`src/rtl/rv32i_decode_issue_if.sv`:
```
// Bundle of the upstream instruction handshake, register-file read port,
// flush control and the downstream ALU issue fields of the decode stage.
`timescale 1ns/1ps
interface rv32i_decode_issue_if #(
  parameter int COUNT_WIDTH = 32
) ();
  logic                   in_valid;
  logic                   in_ready;
  logic [31:0]            in_insn;
  logic [31:0]            in_pc;
  logic [4:0]             rf_rs1_addr;
  logic [4:0]             rf_rs2_addr;
  logic [31:0]            rf_rs1_data;
  logic [31:0]            rf_rs2_data;
  logic                   flush;
  logic                   out_valid;
  logic                   out_ready;
  logic [31:0]            op1;
  logic [31:0]            op2;
  logic [2:0]             funct3;
  logic [6:0]             funct7;
  logic [4:0]             shamt;
  logic [2:0]             insn_type;
  logic [4:0]             out_rd;
  logic [31:0]            out_rs1_val;
  logic [31:0]            out_rs2_val;
  logic [31:0]            out_pc;
  logic                   out_illegal;
  logic [COUNT_WIDTH-1:0] issue_count;

  // Decode stage side.
  modport slave (
    input  in_valid, in_insn, in_pc, rf_rs1_data, rf_rs2_data, flush, out_ready,
    output in_ready, rf_rs1_addr, rf_rs2_addr, out_valid, op1, op2, funct3,
           funct7, shamt, insn_type, out_rd, out_rs1_val, out_rs2_val, out_pc,
           out_illegal, issue_count
  );

  // Fetch / register file / execute side.
  modport master (
    output in_valid, in_insn, in_pc, rf_rs1_data, rf_rs2_data, flush, out_ready,
    input  in_ready, rf_rs1_addr, rf_rs2_addr, out_valid, op1, op2, funct3,
           funct7, shamt, insn_type, out_rd, out_rs1_val, out_rs2_val, out_pc,
           out_illegal, issue_count
  );
endinterface

```
`src/rtl/rv32i_decode_issue.sv`:
```
// RV32I decode/issue stage: decodes one instruction per cycle into ALU
// operands and control fields, holds it in a single output register, and
// stalls one cycle when an instruction needs the result of the load ahead.
`timescale 1ns/1ps
module rv32i_decode_issue #(
  parameter bit LOAD_USE_INTERLOCK = 1'b1,
  parameter int COUNT_WIDTH        = 32
) (
  input  logic               clk,
  input  logic               rst,
  rv32i_decode_issue_if.slave bus
);

  localparam logic [6:0] OPC_OP_IMM = 7'b0010011;
  localparam logic [6:0] OPC_OP     = 7'b0110011;
  localparam logic [6:0] OPC_STORE  = 7'b0100011;
  localparam logic [6:0] OPC_LOAD   = 7'b0000011;
  localparam logic [6:0] OPC_JAL    = 7'b1101111;
  localparam logic [6:0] OPC_JALR   = 7'b1100111;
  localparam logic [6:0] OPC_BRANCH = 7'b1100011;
  localparam logic [6:0] OPC_LUI    = 7'b0110111;
  localparam logic [6:0] OPC_AUIPC  = 7'b0010111;

  // Instruction fields
  logic [31:0] insn;
  logic [6:0]  opcode;
  logic [4:0]  rd_idx;
  logic [4:0]  rs1_idx;
  logic [4:0]  rs2_idx;
  logic [31:0] imm_i;
  logic [31:0] imm_s;
  logic [31:0] imm_b;
  logic [31:0] imm_u;
  logic [31:0] imm_j;
  logic [31:0] rs1_val;
  logic [31:0] rs2_val;

  assign insn    = bus.in_insn;
  assign opcode  = insn[6:0];
  assign rd_idx  = insn[11:7];
  assign rs1_idx = insn[19:15];
  assign rs2_idx = insn[24:20];
  assign imm_i   = {{20{insn[31]}}, insn[31:20]};
  assign imm_s   = {{20{insn[31]}}, insn[31:25], insn[11:7]};
  assign imm_b   = {{19{insn[31]}}, insn[31], insn[7], insn[30:25], insn[11:8], 1'b0};
  assign imm_u   = {insn[31:12], 12'b0};
  assign imm_j   = {{11{insn[31]}}, insn[31], insn[19:12], insn[20], insn[30:21], 1'b0};

  // x0 is hardwired to zero whatever the register file returns.
  assign rs1_val = (rs1_idx == 5'd0) ? 32'd0 : bus.rf_rs1_data;
  assign rs2_val = (rs2_idx == 5'd0) ? 32'd0 : bus.rf_rs2_data;

  assign bus.rf_rs1_addr = rs1_idx;
  assign bus.rf_rs2_addr = rs2_idx;

  // Decoded next values
  logic [31:0] op1_next;
  logic [31:0] op2_next;
  logic [2:0]  funct3_next;
  logic [6:0]  funct7_next;
  logic [4:0]  shamt_next;
  logic [2:0]  type_next;
  logic [4:0]  rd_next;
  logic        illegal_next;
  logic        uses_rs1;
  logic        uses_rs2;
  logic        is_load;

  // Registered state
  logic                   out_valid_reg;
  logic [31:0]            op1_reg;
  logic [31:0]            op2_reg;
  logic [2:0]             funct3_reg;
  logic [6:0]             funct7_reg;
  logic [4:0]             shamt_reg;
  logic [2:0]             type_reg;
  logic [4:0]             rd_reg;
  logic [31:0]            rs1_val_reg;
  logic [31:0]            rs2_val_reg;
  logic [31:0]            pc_reg;
  logic                   illegal_reg;
  logic [COUNT_WIDTH-1:0] issue_count_reg;
  logic                   ld_pending_reg;
  logic [4:0]             ld_rd_reg;

  logic hazard;
  logic in_ready;
  logic accept;
  logic xfer;

  // Opcode decode into ALU operands, control fields and hazard-relevant uses.
  always_comb begin
    op1_next     = 32'd0;
    op2_next     = 32'd0;
    funct3_next  = insn[14:12];
    funct7_next  = 7'd0;
    shamt_next   = 5'd0;
    type_next    = 3'b111;
    rd_next      = rd_idx;
    illegal_next = 1'b0;
    uses_rs1     = 1'b1;
    uses_rs2     = 1'b0;
    is_load      = 1'b0;
    case (opcode)
      OPC_OP_IMM: begin
        type_next   = 3'b000;
        op1_next    = rs1_val;
        op2_next    = imm_i;
        shamt_next  = insn[24:20];
        funct7_next = insn[31:25];
      end
      OPC_OP: begin
        type_next   = 3'b001;
        op1_next    = rs1_val;
        op2_next    = rs2_val;
        funct7_next = insn[31:25];
        uses_rs2    = 1'b1;
      end
      OPC_STORE: begin
        type_next = 3'b010;
        op1_next  = rs1_val;
        op2_next  = imm_s;
        rd_next   = 5'd0;
        uses_rs2  = 1'b1;
      end
      OPC_LOAD: begin
        type_next = 3'b011;
        op1_next  = rs1_val;
        op2_next  = imm_i;
        is_load   = 1'b1;
      end
      OPC_JAL: begin
        type_next = 3'b101;
        op1_next  = bus.in_pc;
        op2_next  = imm_j;
        uses_rs1  = 1'b0;
      end
      OPC_JALR: begin
        type_next = 3'b101;
        op1_next  = rs1_val;
        op2_next  = imm_i;
      end
      OPC_BRANCH: begin
        type_next = 3'b110;
        op1_next  = bus.in_pc;
        op2_next  = imm_b;
        rd_next   = 5'd0;
        uses_rs2  = 1'b1;
      end
      OPC_LUI: begin
        type_next   = 3'b000;
        funct3_next = 3'b000;
        op1_next    = 32'd0;
        op2_next    = imm_u;
        uses_rs1    = 1'b0;
      end
      OPC_AUIPC: begin
        type_next   = 3'b000;
        funct3_next = 3'b000;
        op1_next    = bus.in_pc;
        op2_next    = imm_u;
        uses_rs1    = 1'b0;
      end
      default: begin
        illegal_next = 1'b1;
        rd_next      = 5'd0;
      end
    endcase
  end

  // The interlock can be compiled out; without it the hazard term is tied low.
  generate
    if (LOAD_USE_INTERLOCK) begin : g_interlock
      assign hazard = ld_pending_reg &&
                      ((uses_rs1 && (rs1_idx == ld_rd_reg)) ||
                       (uses_rs2 && (rs2_idx == ld_rd_reg)));
    end else begin : g_no_interlock
      assign hazard = 1'b0;
    end
  endgenerate

  assign in_ready = !rst && !(out_valid_reg && !bus.out_ready) && !hazard && !bus.flush;
  assign accept   = bus.in_valid && in_ready;
  assign xfer     = out_valid_reg && bus.out_ready;

  // Output valid: set on accept, cleared on hand-off; flush kills the held entry.
  always_ff @(posedge clk or posedge rst) begin
    if (rst) begin
      out_valid_reg <= 1'b0;
    end else if (bus.flush) begin
      out_valid_reg <= 1'b0;
    end else if (accept) begin
      out_valid_reg <= 1'b1;
    end else if (xfer) begin
      out_valid_reg <= 1'b0;
    end
  end

  // Output data fields load only on accept so they stay stable during a stall.
  always_ff @(posedge clk or posedge rst) begin
    if (rst) begin
      op1_reg     <= 32'd0;
      op2_reg     <= 32'd0;
      funct3_reg  <= 3'd0;
      funct7_reg  <= 7'd0;
      shamt_reg   <= 5'd0;
      type_reg    <= 3'd0;
      rd_reg      <= 5'd0;
      rs1_val_reg <= 32'd0;
      rs2_val_reg <= 32'd0;
      pc_reg      <= 32'd0;
      illegal_reg <= 1'b0;
    end else if (accept) begin
      op1_reg     <= op1_next;
      op2_reg     <= op2_next;
      funct3_reg  <= funct3_next;
      funct7_reg  <= funct7_next;
      shamt_reg   <= shamt_next;
      type_reg    <= type_next;
      rd_reg      <= rd_next;
      rs1_val_reg <= rs1_val;
      rs2_val_reg <= rs2_val;
      pc_reg      <= bus.in_pc;
      illegal_reg <= illegal_next;
    end
  end

  // Load tracking: a newly accepted load wins over the hand-off clearing it.
  always_ff @(posedge clk or posedge rst) begin
    if (rst) begin
      ld_pending_reg <= 1'b0;
      ld_rd_reg      <= 5'd0;
    end else if (bus.flush) begin
      ld_pending_reg <= 1'b0;
    end else if (accept && is_load && (rd_idx != 5'd0)) begin
      ld_pending_reg <= 1'b1;
      ld_rd_reg      <= rd_idx;
    end else if (xfer) begin
      ld_pending_reg <= 1'b0;
    end
  end

  // Count legal instructions that actually leave the stage; a flushed one does not.
  always_ff @(posedge clk or posedge rst) begin
    if (rst) begin
      issue_count_reg <= '0;
    end else if (xfer && !bus.flush && !illegal_reg) begin
      issue_count_reg <= issue_count_reg + 1'b1;
    end
  end

  assign bus.in_ready    = in_ready;
  assign bus.out_valid   = out_valid_reg;
  assign bus.op1         = op1_reg;
  assign bus.op2         = op2_reg;
  assign bus.funct3      = funct3_reg;
  assign bus.funct7      = funct7_reg;
  assign bus.shamt       = shamt_reg;
  assign bus.insn_type   = type_reg;
  assign bus.out_rd      = rd_reg;
  assign bus.out_rs1_val = rs1_val_reg;
  assign bus.out_rs2_val = rs2_val_reg;
  assign bus.out_pc      = pc_reg;
  assign bus.out_illegal = illegal_reg;
  assign bus.issue_count = issue_count_reg;

endmodule

```
`src/flat_wrapper.sv`:
```
// flat-port wrapper written by rule: the top's interface ports become plain ports
module rv32i_decode_issue_flat 
#(
  parameter bit LOAD_USE_INTERLOCK = 1'b1,
  parameter int COUNT_WIDTH        = 32
)
  (clk, rst, bus_in_valid, bus_in_insn, bus_in_pc, bus_rf_rs1_data, bus_rf_rs2_data, bus_flush, bus_out_ready, bus_in_ready, bus_rf_rs1_addr, bus_rf_rs2_addr, bus_out_valid, bus_op1, bus_op2, bus_funct3, bus_funct7, bus_shamt, bus_insn_type, bus_out_rd, bus_out_rs1_val, bus_out_rs2_val, bus_out_pc, bus_out_illegal, bus_issue_count);
  rv32i_decode_issue_if #(.COUNT_WIDTH(COUNT_WIDTH)) bus_i ();
  input  logic clk;
  input  logic rst;
  input wire logic [$bits(bus_i.in_valid)-1:0] bus_in_valid;
  input wire logic [$bits(bus_i.in_insn)-1:0] bus_in_insn;
  input wire logic [$bits(bus_i.in_pc)-1:0] bus_in_pc;
  input wire logic [$bits(bus_i.rf_rs1_data)-1:0] bus_rf_rs1_data;
  input wire logic [$bits(bus_i.rf_rs2_data)-1:0] bus_rf_rs2_data;
  input wire logic [$bits(bus_i.flush)-1:0] bus_flush;
  input wire logic [$bits(bus_i.out_ready)-1:0] bus_out_ready;
  output wire logic [$bits(bus_i.in_ready)-1:0] bus_in_ready;
  output wire logic [$bits(bus_i.rf_rs1_addr)-1:0] bus_rf_rs1_addr;
  output wire logic [$bits(bus_i.rf_rs2_addr)-1:0] bus_rf_rs2_addr;
  output wire logic [$bits(bus_i.out_valid)-1:0] bus_out_valid;
  output wire logic [$bits(bus_i.op1)-1:0] bus_op1;
  output wire logic [$bits(bus_i.op2)-1:0] bus_op2;
  output wire logic [$bits(bus_i.funct3)-1:0] bus_funct3;
  output wire logic [$bits(bus_i.funct7)-1:0] bus_funct7;
  output wire logic [$bits(bus_i.shamt)-1:0] bus_shamt;
  output wire logic [$bits(bus_i.insn_type)-1:0] bus_insn_type;
  output wire logic [$bits(bus_i.out_rd)-1:0] bus_out_rd;
  output wire logic [$bits(bus_i.out_rs1_val)-1:0] bus_out_rs1_val;
  output wire logic [$bits(bus_i.out_rs2_val)-1:0] bus_out_rs2_val;
  output wire logic [$bits(bus_i.out_pc)-1:0] bus_out_pc;
  output wire logic [$bits(bus_i.out_illegal)-1:0] bus_out_illegal;
  output wire logic [$bits(bus_i.issue_count)-1:0] bus_issue_count;
  assign bus_i.in_valid = bus_in_valid;
  assign bus_i.in_insn = bus_in_insn;
  assign bus_i.in_pc = bus_in_pc;
  assign bus_i.rf_rs1_data = bus_rf_rs1_data;
  assign bus_i.rf_rs2_data = bus_rf_rs2_data;
  assign bus_i.flush = bus_flush;
  assign bus_i.out_ready = bus_out_ready;
  assign bus_in_ready = bus_i.in_ready;
  assign bus_rf_rs1_addr = bus_i.rf_rs1_addr;
  assign bus_rf_rs2_addr = bus_i.rf_rs2_addr;
  assign bus_out_valid = bus_i.out_valid;
  assign bus_op1 = bus_i.op1;
  assign bus_op2 = bus_i.op2;
  assign bus_funct3 = bus_i.funct3;
  assign bus_funct7 = bus_i.funct7;
  assign bus_shamt = bus_i.shamt;
  assign bus_insn_type = bus_i.insn_type;
  assign bus_out_rd = bus_i.out_rd;
  assign bus_out_rs1_val = bus_i.out_rs1_val;
  assign bus_out_rs2_val = bus_i.out_rs2_val;
  assign bus_out_pc = bus_i.out_pc;
  assign bus_out_illegal = bus_i.out_illegal;
  assign bus_issue_count = bus_i.issue_count;
  rv32i_decode_issue #(.LOAD_USE_INTERLOCK(LOAD_USE_INTERLOCK), .COUNT_WIDTH(COUNT_WIDTH)) u_core (.clk(clk), .rst(rst), .bus(bus_i));
endmodule
```
`config.mk`:
```
export PLATFORM = sky130hd
export DESIGN_NAME = rv32i_decode_issue_flat
export DESIGN_NICKNAME = d
export VERILOG_FILES = /design/src/rtl/rv32i_decode_issue_if.sv /design/src/rtl/rv32i_decode_issue.sv /design/src/flat_wrapper.sv
export SDC_FILE = /design/constraint.sdc
export NUM_CORES = 1
export LEC_CHECK = 0
export CAP_MARGIN = 20
export CORE_MARGIN = 2
export CORE_UTILIZATION = 39
export CTS_BUF_LIST = sky130_fd_sc_hd__clkbuf_4
export DETAILED_ROUTE_END_ITERATION = 7
export GPL_TIMING_DRIVEN = 0
export PLACE_DENSITY = 0.75
export RECOVER_POWER = 50
export SLEW_MARGIN = 25
export SYNTH_ARGS = -nofsm -noshare
export SYNTH_HDL_FRONTEND = slang
export SYNTH_SLANG_ARGS = --single-unit
```
`constraint.sdc`:
```
create_clock -name clk -period 12.8 [get_ports clk]
set_input_delay 3.2 -clock clk [delete_from_list [all_inputs] [get_ports clk]]
set_output_delay 3.2 -clock clk [all_outputs]
set_load 0.005 [all_outputs]
```
# After elaboration in Yosys (flattened, before gate mapping)
# Cells that the tools add are included.
# op_classes
addsub,1
reduce_logical,37
muxes,18
n_eq_ne,11
bitwise_logic,1
# op_table
cell,count
$pmux 32 s6,1
$mux 32,2
$pmux 32 s2,1
$add 32x1->32 const B,1
$eq 7x6->1 const B,3
$eq 7x7->1 const B,3
$pmux 3 s6,1
$reduce_or 3->1,5
$eq 7x5->1 const B,2
$logic_and 1x1->1,13
$eq 5x5->1,2
$logic_not 5->1,2
$mux 5,2
$mux 1,9
$reduce_or 9->1,1
$eq 7x2->1 const B,1
$mux 7,1
$reduce_or 7->1,1
$logic_not 1->1,6
$reduce_bool 3->1,2
$reduce_or 2->1,3
$reduce_bool 5->1,1
$reduce_or 5->1,1
$mux 3,1
3 further kinds,3
# word_totals
output_inout_bits,228
wordCells,83
regBits,223

# Logic depth before layout (Yosys ltp)
# Gate-level depths: netlist (run 1).
# depth
word_depth,14
ltp_mapped,9

# Least setup slack after synthesis (run 1)
# OpenSTA, ideal clock, no wires.
# synth_timing
path_type,input -> output
start,input rst
end,output bus_in_ready
arrival_time_ns,8.439
cell_stages,3
path_buffers,0
required_time_ns,9.600
path_slack_ns,1.161
path_cell_list,inv_1 > o211ai_1 > nor2_1
# synth_via
elab_chain_len,4
# synth_rtl
item,line_no,source
start: declaration,flat_wrapper.sv:10,input logic rst;
$logic_not 1->1,rv32i_decode_issue.sv:182,assign in_ready = !rst && !(out_valid_reg && !bus.out_ready) && !hazard && !bus.flush;
$logic_and 1x1->1 (3 in series),rv32i_decode_issue.sv:182,
end: declaration,flat_wrapper.sv:18,output wire logic [$bits(bus_i.in_ready)-1:0] bus_in_ready;
# No other way between the ends.

# Worst setup path in the final report (run 1)
# Ends and elaborated chain as after synthesis.

==> metrics.log, run 1 <==
INFO  metric numCtsBuffers = 59
INFO  metric min_period_over_period = 68.0%
INFO  metric ys_seq_elements = 223
INFO  metric final.setup.worst_slack = 4.10 ns
INFO  metric tritoncts_clock_tree = built
INFO  metric post_synth_num_cell_types = 52
INFO  metric syn_inst = 924
INFO  metric finalClockSkew = 0.0356 ns
INFO  metric lkg_pwr = 0.00768 uW
INFO  metric power.sequential.fraction = 44.3%
INFO  metric floorplan.initialDensity = 39.5%
INFO  metric synth-edff-count = 0
INFO  metric first_pass_grt_wire_length = 52700 um
INFO  metric criticalPathCategory = input port to output pin
INFO  metric cts_setup_buffers = 0
INFO  metric data_arrival_at_the_endpoint_of_the_critical_path = 5.50 ns
INFO  metric dpl_worst_slack = 4.09 ns
INFO  metric count_of_maximum_capacitance_violations = 1
INFO  metric post_detailed_route_wirelength_per_cell = 19.8 um
INFO  metric grt_remaining_overflow = 0
INFO  metric ys.flop_type = dfrtp_1
INFO  metric timing.critical_path.slowest_stage_cell = dlygate4sd3_1
INFO  metric crit_family = buffers and inverters
INFO  metric share_clk_of_total_power = 35.6%
INFO  metric failing_checks = max-capacitance violations, max-slew violations
INFO  metric synth_fp_nets = 1058
INFO  metric worst_ep_required_time = 9.60 ns
INFO  metric hold_viol = 0
INFO  metric min_path_type = flop to flop
INFO  metric commonest_cells_after_routing_fill_and_taps_aside = 276 x clkdlybuf4s50_1, 223 x dfrtp_1, 104 x nand2_1
INFO  metric io_buffers = 359
INFO  metric die_h = 169 um
INFO  metric worst-slew-pin-transition = 4.25 ns
INFO  metric switching_share = 26.5%
INFO  metric cts_num_sinks = 223
INFO  metric crit_path_end_kind = output pin
INFO  metric areaGrowthSynthToFinish = 45.9%
INFO  metric syn-mean-instance-area = 11.5 um^2
INFO  metric path_buf_inv = 4
INFO  metric mostFrequentLayoutCell = clkdlybuf4s50_1
INFO  metric share_of_synthesized_flip_flops_with_an_asynchronous_set_or_reset = 100%
INFO  metric fp.dieArea = 0.0285 mm^2
INFO  metric maxSlewViolCount = 79
INFO  metric layout.cell_area.non_filler = 0.0154 mm^2
INFO  metric totalPowerFinal = 1870 uW
INFO  metric slew_headroom = -183%
INFO  metric worstSkewPairLatency = 0.70 ns
INFO  metric nets = 1480
INFO  metric run_status = finished with violations
INFO  metric design.core.area = 0.0268 mm^2
INFO  metric fill_cells = 2296
INFO  metric routabilityCongestion = 0.846
INFO  metric period_needed = 8.70 ns
INFO  metric power.switching = 494 uW
INFO  metric drt_wl_total = 34300 um
INFO  metric timing.critical_path.fanout_max = 78
INFO  metric hold-worst-slack = 0.476 ns
INFO  metric placed_area = 0.0147 mm^2
INFO  metric dr.first_iter.drc_count = 421
INFO  metric fmax = 115 MHz
INFO  metric kind_of_start_point_of_the_critical_path = input port
INFO  metric cts_resized = 0
INFO  metric io-pin-count = 361
INFO  metric cpPeakStageDelay = 0.62 ns
INFO  metric number_of_global_route_vias_before_repair = 9109
INFO  metric vias_per_cell = 5.13
INFO  metric vias = 8901
INFO  metric cts_htree_levels = 2
INFO  metric cts_hold_buf = 0
INFO  metric finalSetupViolCount = 0
INFO  metric power_report.internal_total = 1370 uW
INFO  metric synth.yosys.seq_area_share = 52.7%
INFO  metric crit_chain = dlygate4sd3_1 > inv_8 > buf_16 > o211ai_1 > nor2_1 > clkdlybuf4s50_1
INFO  metric die_w = 169 um
INFO  metric cts_root_buffer = clkbuf_4
INFO  metric antenna_found_initial = 3
INFO  metric global_route.usage.total = 23.9%
INFO  metric ant_nets = 0
INFO  metric power_density = 121 mW/mm^2
INFO  metric cts.clk_slew.worst_paths = 0.06 ns
INFO  metric clk_path_buf_depth = 3
INFO  metric postLayoutCoreUtil = 57.6%
INFO  metric grt_setup_unrepaired = false
INFO  metric fraction_of_layout_cells_with_a_size_suffix_above_1 = 13.6%
INFO  metric synthesis.yosys.warnings = 0
INFO  metric drt_pass1_iterations = 5
INFO  metric final_hpwl_dp = 25300 um
INFO  metric grt_start_max_net_pins = 79
INFO  metric drc = 0
INFO  metric placement_rows = 60
INFO  metric peakVddDrop = 72.2 uV
INFO  metric syn_area = 0.0106 mm^2
INFO  metric power_frac_comb = 20.2%
## cell type report
type / count / area [um^2] / share of cell area [%]
Clock buffer: 99 / 743 / 4.81
Inverter: 87 / 334 / 2.16
Clock inverter: 6 / 48.8 / 0.316
Antenna cell: 3 / 7.51 / 0.0486
Timing Repair Buffer: 361 / 3620 / 23.5
Buffer: 63 / 420 / 2.72
Multi-Input combinational cell: 551 / 4260 / 27.6
Tap cell: 341 / 427 / 2.76
Sequential cell: 223 / 5580 / 36.1
## through the flow
stage / TNS, ns / instances
after detailed placement: 0 / 1626
final: 0 / 1734
after global routing: 0 / 1733
after floorplan: 0 / 924
after CTS: 0 / 1731
after global placement: -2.09 / 1624
## cell families after synthesis
logic type,share of synthesized area [%]
fa+ha+maj,0.118
buf+inv,7.06
mux,19.4
compound gates,7.08
flops,52.7
xor+xnor,3.48
simple gates,10.2
## cells in the mapped netlist (11+ instances only)
cell type	count	area [um^2]
nand2_1	104	390
buf_6	16	180
xor2_1	17	149
a221o_1	25	250
mux2_2	42	473
a32oi_1	32	280
dfrtp_1	223	5580
buf_4	14	105
clkbuf_1	24	90.1
nor2_1	51	191
inv_1	87	327
nand4_1	12	75.1
mux2i_1	81	811
xnor2_1	25	219
nand3_1	11	55.1
mux2_1	68	766
## power groups by stage
stage / combinational [uW] / clock (uW) / sequential, uW
2_1_floorplan: 124 / 0 / 844
3_3_place_gp: 386 / 0 / 838
3_5_place_dp: 394 / 0 / 840
4_1_cts: 396 / 682 / 828
5_1_grt: 405 / 720 / 836
6_report: 376 / 663 / 826
## metal layers
layer	vias to the layer above	wire (um)	GRT usage, %
met2	337	16800	39.9
met3	67	2460	6.17
met4	0	862	8.17
li1	4084	-	-
met1	4413	14100	30.2
met5	-	0	0
## final timing paths
path	cells after the start	endpoint	start	slack, ns
setup / recovery	6	bus_in_ready	rst	4.10
hold / removal	1	u_core.bus.issue_count[31]$_DFFE_PP0P_	u_core.bus.issue_count[31]$_DFFE_PP0P_	0.48
setup reg to reg	7	u_core.bus.op2[9]$_DFFE_PP0N_	u_core.ld_rd_reg[2]$_DFFE_PP0P_	10.50
hold reg to reg	1	u_core.bus.issue_count[31]$_DFFE_PP0P_	u_core.bus.issue_count[31]$_DFFE_PP0P_	0.48
max in group asynchronous	3	u_core.bus.op1[6]$_DFFE_PP0N_	rst	5.30
min in group asynchronous	2	u_core.bus.op2[30]$_DFFE_PP0N_	rst	3.09
Power figures use the tool's default switching activity.
==> inputs of run 2 (changes only) <==
==> constraint.sdc (replaced) <==
create_clock -name clk -period 8.4 [get_ports clk]
set_input_delay 2.1 -clock clk [delete_from_list [all_inputs] [get_ports clk]]
set_output_delay 2.1 -clock clk [all_outputs]
set_load 0.005 [all_outputs]
==> metrics.log, run 2 (same netlist as run 1, synthesis figures left out) <==
INFO  metric run_status = finished with violations
INFO  metric failing_checks = max-capacitance violations, max-slew violations
INFO  metric worst_ep_required_time = 6.30 ns (-3.30 ns)
INFO  metric first_pass_grt_wire_length = 52200 um (-0.98%)
INFO  metric slew_headroom = -9.74% (+170 points)
INFO  metric grt_remaining_overflow = 0 (unchanged)
INFO  metric kind_of_start_point_of_the_critical_path = input port
INFO  metric cts_resized = 0 (unchanged)
INFO  metric antenna_found_initial = 5 (+2)
INFO  metric min_path_type = flop to flop
INFO  metric fp.dieArea = 0.0285 mm^2 (unchanged)
INFO  metric commonest_cells_after_routing_fill_and_taps_aside = 276 x clkdlybuf4s50_1, 223 x dfrtp_1, 104 x nand2_1
INFO  metric post_detailed_route_wirelength_per_cell = 19.5 um (-1.1%)
INFO  metric hold_start = u_core.bus.issue_count[31]$_DFFE_PP0P_
INFO  metric vias = 8905 (+0.045%)
INFO  metric min_period_over_period = 81.7%
INFO  metric dr.first_iter.drc_count = 467 (+11%)
INFO  metric layout.cell_area.non_filler = 0.0155 mm^2 (+0.35%)
INFO  metric finalClockSkew = 0.0500 ns (+0.0144 ns)
INFO  metric power_density = 186 mW/mm^2 (+54%)
INFO  metric cts_htree_levels = 2 (unchanged)
INFO  metric worst_r2r_startpoint = u_core.ld_rd_reg[2]$_DFFE_PP0P_
INFO  metric vias_per_cell = 5.11 (-0.41%)
INFO  metric placement_rows = 60 (unchanged)
INFO  metric fill_cells = 2286 (-0.44%)
INFO  metric postLayoutCoreUtil = 57.8% (+0.20 points)
INFO  metric mostFrequentLayoutCell = clkdlybuf4s50_1
INFO  metric tritoncts_clock_tree = built
INFO  metric placed_area = 0.0148 mm^2 (+0.74%)
INFO  metric count_of_maximum_capacitance_violations = 3 (+2)
INFO  metric floorplan.initialDensity = 39.5% (unchanged)
INFO  metric numCtsBuffers = 60 (+1.7%)
INFO  metric hold-path-cell-count = 1 (unchanged)
INFO  metric nets = 1487 (+0.47%)
INFO  metric cts.clk_slew.worst_paths = 0.06 ns (about the same)
INFO  metric cts_root_buffer = clkbuf_4
INFO  metric cpPeakStageDelay = 0.78 ns (+0.16 ns)
INFO  metric design.core.area = 0.0268 mm^2 (unchanged)
INFO  metric timing.critical_path.fanout_max = 28 (-64%)
INFO  metric criticalPathCategory = input port to output pin
INFO  metric hold_viol = 0 (unchanged)
INFO  metric cts_setup_buffers = 0 (unchanged)
INFO  metric final_hpwl_dp = 25500 um (+0.97%)
INFO  metric fraction_of_layout_cells_with_a_size_suffix_above_1 = 12.8% (-0.78 points)
INFO  metric data_arrival_at_the_endpoint_of_the_critical_path = 4.77 ns (-0.73 ns)
INFO  metric period_needed = 6.87 ns
INFO  metric clk_path_buf_depth = 3 (unchanged)
INFO  metric maxSlewViolCount = 92 (+16%)
INFO  metric worst-r2r-setup-slack = 6.12 ns (-4.38 ns)
INFO  metric grt_start_max_net_pins = 32 (-59%)
INFO  metric io-pin-count = 361 (unchanged)
INFO  metric io_buffers = 359 (unchanged)
INFO  metric drc = 0 (unchanged)
INFO  metric crit_chain = dlygate4sd3_1 > clkinvlp_2 > buf_12 > buf_12 > o211ai_1 > nor2_1 > clkdlybuf4s50_1
INFO  metric die_h = 169 um (unchanged)
INFO  metric dp_cells = 1632 (+0.37%)
INFO  metric cts_num_sinks = 223 (unchanged)
INFO  metric drt_wl_total = 34100 um (-0.67%)
INFO  metric global_route.usage.total = 23.7% (-0.17 points)
INFO  metric lkg_pwr = 0.00768 uW (about the same)
INFO  metric r2r_cells = 7 (unchanged)
INFO  metric die_w = 169 um (unchanged)
INFO  metric crit_path_end_kind = output pin
INFO  metric r2r-end = u_core.bus.op1[29]$_DFFE_PP0N_
INFO  metric finalSetupTns = 0 ns (unchanged)
INFO  metric ant_nets = 0 (unchanged)
INFO  metric worst_path_most_repeated_cell = buf_12
INFO  metric timing.critical_path.slowest_stage_cell = clkinvlp_2
INFO  metric final_cells = 1742 (+0.46%)
INFO  metric worstSkewPairLatency = 0.70 ns (about the same)
INFO  metric grt_setup_unrepaired = false
INFO  metric drt_pass1_iterations = 8 (+3)
INFO  metric finalSetupViolCount = 0 (unchanged)
INFO  metric fmax = 146 MHz
INFO  metric worst-slew-pin-transition = 1.65 ns (-2.60 ns)
INFO  metric routabilityCongestion = 0.829 (-2.0%)
INFO  metric cts_hold_buf = 0 (unchanged)
INFO  metric number_of_global_route_vias_before_repair = 9233 (+1.4%)
INFO  metric areaGrowthSynthToFinish = 46.4%
INFO  metric hold_path_end = u_core.bus.issue_count[31]$_DFFE_PP0P_
INFO  metric peakVddDrop = 101 uV (+40%)
==> run 2: cell types whose count changed in the layout (fill, tap and decap cells not counted), sizes merged, moves of 2 or more <==
| cell | change |
|---|---|
| clkbuf | -11 |
| bufinv | +3 |
| clkinv | +15 |
| inv | -2 |
==> run 2: metrics by stage <==
stage	total power (uW)	worst slack, ns	hold slack, ns
4_1_cts	2950	1.96	0.492
3_3_place_gp	1860	-2.23	0.461
2_1_floorplan	1480	0.427	0.468
3_5_place_dp	1890	1.96	0.480
6_report	2880	1.53	0.481
5_1_grt	3030	1.25	0.501
==> run 2: metal layers <==
| metal | up-vias | GRT usage, % | part of all wire, % |
|---|---|---|---|
| li1 | 4098 | - | - |
| met1 | 4337 | 28.7 | 40 |
| met2 | 370 | 39.1 | 48 |
| met3 | 98 | 6.64 | 7.2 |
| met4 | 2 | 11.4 | 4.4 |
| met5 | - | 0 | 0.041 |
==> run 2: where the power goes <==
part	leakage, uW	switching, uW	internal [uW]
Clock	0.000475	469	578
Combinational	0.00436	231	343
Sequential	0.00285	64.1	1190
Total	0.00768	764	2110
==> run 2: final cells by class <==
type	instances	area, um^2	share of cell area [%]
antenna	4	10.0	0.0646
buffer	63	420	2.71
clock buffer	83	623	4.02
clock inverter	23	195	1.26
inverter	87	328	2.12
multi-input combinational	551	4260	27.5
sequential	223	5580	36.0
tap	341	427	2.75
timing repair buffer	367	3660	23.6
==> run 2: how the worst max path moves through the flow <==
stage | startpoint | end | slack [ns] | depth (start not counted)
6_report | rst | bus_in_ready | 1.53 | 7
5_1_grt | rst | bus_in_ready | 1.25 | 7
4_1_cts | rst | bus_in_ready | 1.96 | 7
3_5_place_dp | rst | bus_in_ready | 1.96 | 7
3_3_place_gp | rst | bus_in_ready | -2.23 | 5
2_1_floorplan | rst | bus_in_ready | 0.43 | 3
==> run 2: critical path: cells and delay by family <==
family	cells	cell delay, ns
AO/OA/AOI/OAI	1	0.10
buffers and inverters	5	2.46
AND/OR/NAND/NOR	1	0.07
